### src/rtl/div_stream_ctrl.sv
// Valid/ready wrapper around a free-running fixed-latency divider.
// Credits cover in-flight ops plus buffered results, so a result always has a FIFO slot.
module div_stream_ctrl #(
    parameter int AW    = 8,
    parameter int BW    = 4,
    parameter int LAT   = 8,
    parameter int DEPTH = 8
) (
    input  logic          clk,
    input  logic          rst,
    input  logic          in_valid,
    output logic          in_ready,
    input  logic [AW-1:0] in_a,
    input  logic [BW-1:0] in_b,
    output logic [AW-1:0] div_a,
    output logic [BW-1:0] div_b,
    input  logic [AW-1:0] div_c,
    output logic          out_valid,
    input  logic          out_ready,
    output logic [AW-1:0] out_q,
    output logic          out_dz,
    output logic          busy
);

    localparam int PW = (DEPTH > 1) ? $clog2(DEPTH) : 1;
    localparam int CW = $clog2(DEPTH + 1);
    localparam logic [CW:0]   CREDITS  = (CW + 1)'(DEPTH);
    localparam logic [CW-1:0] FULL_CNT = CW'(DEPTH);
    localparam logic [PW-1:0] LAST_PTR = PW'(DEPTH - 1);

    logic [LAT:0]    dl_v_reg;
    logic [LAT:0]    dl_dz_reg;
    logic [CW-1:0]   inflight_reg;
    logic [CW-1:0]   inflight_next;
    logic [CW-1:0]   count_reg;
    logic [CW-1:0]   count_next;
    logic [PW-1:0]   wr_ptr_reg;
    logic [PW-1:0]   rd_ptr_reg;
    logic [AW:0]     mem_reg [DEPTH];
    logic [AW-1:0]   cap_q;
    logic            fire;
    logic            capture;
    logic            pop;

    function automatic logic [PW-1:0] ptr_inc(input logic [PW-1:0] p);
        return (p == LAST_PTR) ? '0 : p + PW'(1);
    endfunction

    // Credit decision uses registered state only; a same-cycle pop frees nothing yet.
    assign in_ready  = ({1'b0, inflight_reg} + {1'b0, count_reg}) < CREDITS;
    assign fire      = in_valid && in_ready;
    assign capture   = dl_v_reg[LAT];
    assign out_valid = (count_reg != '0);
    assign pop       = out_valid && out_ready;
    assign cap_q     = dl_dz_reg[LAT] ? '1 : div_c;
    assign out_q     = mem_reg[rd_ptr_reg][AW-1:0];
    assign out_dz    = mem_reg[rd_ptr_reg][AW];
    assign busy      = (inflight_reg != '0) || (count_reg != '0);

    always_comb begin
        inflight_next = inflight_reg;
        case ({fire, capture})
            2'b10:   inflight_next = inflight_reg + CW'(1);
            2'b01:   inflight_next = inflight_reg - CW'(1);
            default: inflight_next = inflight_reg;
        endcase
    end

    always_comb begin
        count_next = count_reg;
        case ({capture, pop})
            2'b10:   count_next = count_reg + CW'(1);
            2'b01:   count_next = count_reg - CW'(1);
            default: count_next = count_reg;
        endcase
    end

    always_ff @(posedge clk or negedge rst) begin
        if (!rst) begin
            dl_v_reg     <= '0;
            dl_dz_reg    <= '0;
            inflight_reg <= '0;
            count_reg    <= '0;
            wr_ptr_reg   <= '0;
            rd_ptr_reg   <= '0;
            div_a        <= '0;
            div_b        <= '0;
        end else begin
            // Stage k holds the op issued k edges ago, matching the divider pipeline.
            dl_v_reg     <= {dl_v_reg[LAT-1:0], fire};
            dl_dz_reg    <= {dl_dz_reg[LAT-1:0], fire && (in_b == '0)};
            inflight_reg <= inflight_next;
            count_reg    <= count_next;
            if (fire) begin
                div_a <= in_a;
                div_b <= in_b;
            end
            if (capture) begin
                wr_ptr_reg <= ptr_inc(wr_ptr_reg);
            end
            if (pop) begin
                rd_ptr_reg <= ptr_inc(rd_ptr_reg);
            end
        end
    end

    // Storage needs no reset: entries are only read when count_reg covers them.
    always_ff @(posedge clk) begin
        if (capture && (count_reg != FULL_CNT || pop)) begin
            mem_reg[wr_ptr_reg] <= {dl_dz_reg[LAT], cap_q};
        end
    end

endmodule

### config.mk
export PLATFORM = sky130hd
export DESIGN_NAME = div_stream_ctrl
export DESIGN_NICKNAME = d
export VERILOG_FILES = /design/src/rtl/div_stream_ctrl.sv
export SDC_FILE = /design/constraint.sdc
export NUM_CORES = 1
export LEC_CHECK = 0
export BUFFER_PORTS_ARGS = -buffer_cell sky130_fd_sc_hd__buf_4
export CORE_MARGIN = 5
export CORE_UTILIZATION = 55
export CTS_CLUSTER_DIAMETER = 120
export DETAILED_ROUTE_END_ITERATION = 10
export GPL_TIMING_DRIVEN = 1
export PLACE_DENSITY = 0.77
export SYNTH_ARGS = -nofsm -noshare
export SYNTH_HDL_FRONTEND = slang
export SYNTH_SLANG_ARGS = --single-unit
### constraint.sdc
create_clock -name clk -period 3.72 [get_ports clk]
set_input_delay 0.372 -clock clk [delete_from_list [all_inputs] [get_ports clk]]
set_output_delay 0.372 -clock clk [all_outputs]
set_load 0.1 [all_outputs]
After elaboration in Yosys (flattened, before gate mapping). Memories as Yosys holds them, arrays and structs flattened. Cells that the tools add are included.

Logic and storage cells: 42. Memories: 1. Register bits after elaboration: 44. Bits in writable memories: 72. Output and inout bits: 24.

Add/subtract/negate cells: 7. Reductions and logical operators: 11. Equality and inequality tests: 7. Mux-type cells: 7. $lt $le $gt $ge: 1.

Memory list: mem_reg (depth 8, bits a word 9, rd ports 1, clocked after memory_dff 0, write ports 1, line 39) `logic [AW:0] mem_reg [DEPTH];`.

Operators by type and width (count): one-hot mux 4 bit (2 select lines) (2); adder 4 x 1 -> 4 bit (second input constant) (2); two-way mux 8 bit (1); nonzero test 4 bit (2); subtractor 4 x 1 -> 4 bit (second input constant) (2); adder 3 x 1 -> 3 bit (second input constant) (2); == test 3 bit (second input constant) (2); two-way mux 3 bit (2); adder 4 x 4 -> 5 bit (1); less-than comparator 5 x 4 -> 1 bit (second input constant) (1); == test 2 x 1 -> 1 bit (second input constant) (2); == test 2 bit (second input constant) (2); logical AND 1 bit (4); logical NOT 4 bit (1); != test 4 bit (second input constant) (1); nonzero test 2 bit (2); logical OR 1 bit (2); two-way mux 1 bit (2).

Longest topological paths before layout.
Word-level depth: 6. Gate-level depth with buffers: 10.

Worst setup path before layout. OpenSTA, ideal clock, no wires.

Path type: register -> register. Start point: register inflight_reg[3]. End point: register inflight_reg[3]. Data required time: 3.586 ns. Path buffers: 1. Clock period less this slack: 2.949 ns. Arrival time: 2.815 ns. Setup slack: 0.771 ns. Library setup time: 0.134 ns. Stages on the path, launching flop included: 11. Cell sequence: dfrtp_1 > ha_1 > nor3_1 > o211a_4 > buf_12 > inv_1 > ha_1 > ha_1 > or4b_2 > o311ai_0 > o211ai_1.

Longest elaborated chain between the ends: 5. Elaborated cells on any way between the ends: 9. Those cells by class: add/sub: 3; order compare: 1; eq/ne: 2; mux: 1; reduce/logical: 2.

Ends and longest elaborated chain: from (decl) (line 33) `logic [CW-1:0] inflight_reg;`; from (signal assigned) (line 92) `inflight_reg <= inflight_next;`; adder 4 x 4 -> 5 bit (*) (line 50) `assign in_ready = ({1'b0, inflight_reg} + {1'b0, count_reg}) < CREDITS;`; less-than comparator 5 x 4 -> 1 bit (*) (line 50); logical AND 1 bit (*) (line 51) `assign fire = in_valid && in_ready;`; named net fire (line 41) `logic fire;`; == test 2 x 1 -> 1 bit / == test 2 bit (equally long branches) (line 62) `case ({fire, capture})`; one-hot mux 4 bit (2 select lines) / nonzero test 2 bit (equally long branches).

The timed path passes the listed nets; every way through them passes the cells marked *. A chain may end at the register's enable or synchronous reset.

Worst setup path in the final report.
Start point: register inflight_reg[3]. End point: register inflight_reg[3].

Longest elaborated chain between the ends: 5. Elaborated cells on any way between the ends: 9. Those cells by class: add/sub: 3; order compare: 1; eq/ne: 2; mux: 1; reduce/logical: 2.

Ends and longest elaborated chain (line): adder 4 x 4 -> 5 bit (50); less-than comparator 5 x 4 -> 1 bit (50); logical AND 1 bit (51); == test 2 x 1 -> 1 bit / == test 2 bit (equally long branches) (62); one-hot mux 4 bit (2 select lines) / nonzero test 2 bit (equally long branches).

Several ways; a longest one is shown, not always the timed one.

==> qor.yml <==
clock_tree:
  cts-root-buf: "clkbuf_8"
  tritoncts: "yes"
  clock_path_buffers: 2
  ctsHoldBuffers: 1
  post_cts_buffers: 0
  cts_htree_levels: 4
  post_cts_resized: 0
  clkTransAtPathRegs_ns: 0.06
  numClockSinks: 116
  cts_buffers: 17
  clk_latency_ns: 0.51
setup_path:
  start_kind: "register"
  critPathArrivalTime_ns: 3.59
  cp-end-kind: "register"
  crit_path_max_fanout: 15
  worstPathRequired_ns: 4.10
  critPathKind: "reg -> reg"
route:
  drt_iter0_drc: 108
  via_per_inst: 5.55
  drt-wirelength-per-cell_um: 19.8
  drt.antenna.violating_nets: 0
  route.detailed.drc: 0
  routed_wl_um: 8830
  firstDrtPassIters: 4
  via_count: 2480
sta:
  timing.final.crit_share: 0.862
  clock_skew_ns: 0.00780
  fmax_mhz: 312
  fin_setup_tns_ns: 0
  fin_crit_ns: 3.21
  rsz0062_at_grt: "false"
  hold_viol_final: 0
  worst_slew_pin_slew_ns: 1.02
  relSlewSlack: 0.320
  drv_slew: 0
  setup_viol: 0
floorplan:
  die-area_um2: 10700
  ioPinCount: 48
  die_h_um: 103
  core-area_um2: 8590
  start_util: 0.556
  die_w_um: 103
  rows: 34
logic_synthesis:
  synth.avg_cell_area_um2: 17.9
  seq_area_frac_synth: 0.683
  yosysTopAreaCell: "edfxtp_1"
  syn_area_um2: 4780
  ys_types: 40
  synth_nets: 306
  synth-seq-cells: 116
  synth.top_cell.area_share: 0.452
  synth_common_cells: "edfxtp_1, dfrtp_1, mux2_2"
  yosysWarnings: 0
  ys.flop_type: "edfxtp_1"
  syn_inst: 267
  synthArstFlopShare: 0.379
  ys_top_cells_by_area: "edfxtp_1, dfrtp_1, mux4_2"
  synth_edf_count: 72
  yosysMostFrequentCell: "edfxtp_1"
global_route:
  grt_pass1_wl_um: 14300
  grtUsageTotal: 0.187
  grt_pass1_vias: 2777
  antenna_found_initial: 0
  grt_overflow_total: 0
  grt_max_degree: 45
cells_and_area:
  largest_reg_flops: 72
  fin_util: 0.680
  drive_gt1_frac: 0.425
  n_antenna_cell: 0
  areaGrowthSynthToFinish_pct: 22.2
  nets: 365
  fin_area_um2: 5840
  fin_cells: 447
place:
  gp_congestion: 0.781
  io_buffers: 47
  place_area_um2: 5240
  dpl.cell_count: 414
  dp_hpwl_um: 5330
min_path:
  hold_class: "in -> reg"
status:
  status: "complete, no violations"
flow_run:
  maxCapViolCount: 0
==> cells in the final DEF (no fill, tap or decap), drive strengths merged, types with 7 or more instances in the layout <==
cell type and instances:
edfxtp 72, mux2 29, buf 48, inv 16, dfrtp 44, or2 8, nor2 7, clkbuf 17
mux4 18, ha 13
==> path summary, 6_finish.rpt <==
kind	slack, ns	depth (start not counted)	end	from
hold reg to reg	0.35	0	dl_v_reg[5]$_DFF_PN0_	dl_v_reg[4]$_DFF_PN0_
setup reg to reg	0.51	9	inflight_reg[3]$_DFFE_PN0P_	inflight_reg[3]$_DFFE_PN0P_
min in group asynchronous	0.40	2	dl_v_reg[3]$_DFF_PN0_	rst
setup / recovery	0.51	9	inflight_reg[3]$_DFFE_PN0P_	inflight_reg[3]$_DFFE_PN0P_
max in group asynchronous	2.95	2	wr_ptr_reg[1]$_DFFE_PN0P_	rst
hold / removal	0.1	2	div_a[7]$_DFFE_PN0P_	in_a[7]
==> critical path, stage by stage (launching register included) <==
cell and delay (ns):
dfrtp_1 0.44, ha_1 0.32, nor3_1 0.31, o211a_4 0.37, inv_1 0.07, ha_1 0.29, ha_1 0.37, or4b_2 0.65
o311ai_0 0.13, o211ai_1 0.12
==> cell type report <==
cell class	count	area (um2)
clock buffer	17	414
clock inverter	15	178
fill	576	2750
inverter	12	45.0
multi-input combinational	130	1440
sequential	116	3260
tap	108	135
timing repair buffer	49	370
==> layer usage <==
layer,track usage,share of wire
met4,0.0797,0.014
met5,0,0
met3,0.0516,0.050
met1,0.235,0.41
met2,0.306,0.52
==> logic make-up (layout without fill, tap and decap cells) <==
family,Yosys count,after routing,share of synthesized area
compound gates,17,17,0.0270
mux,49,49,0.163
xor+xnor,4,4,0.00733
simple gates,45,45,0.0565
flops,116,116,0.683
buf+inv,21,93,0.0215
fa+ha+maj,15,15,0.0424
==> through the flow <==
step,hold WS (ns),setup WS (ns)
2_1_floorplan,0.0764,0.771
3_3_place_gp,0.336,0.647
3_5_place_dp,0.336,0.554
4_1_cts,0.0742,0.507
5_1_grt,0.0785,0.301
6_report,0.0955,0.513
Power is left out: the tool's default activity adds up to more than one toggle a clock period on the data nets, which glitch-free logic cannot reach.
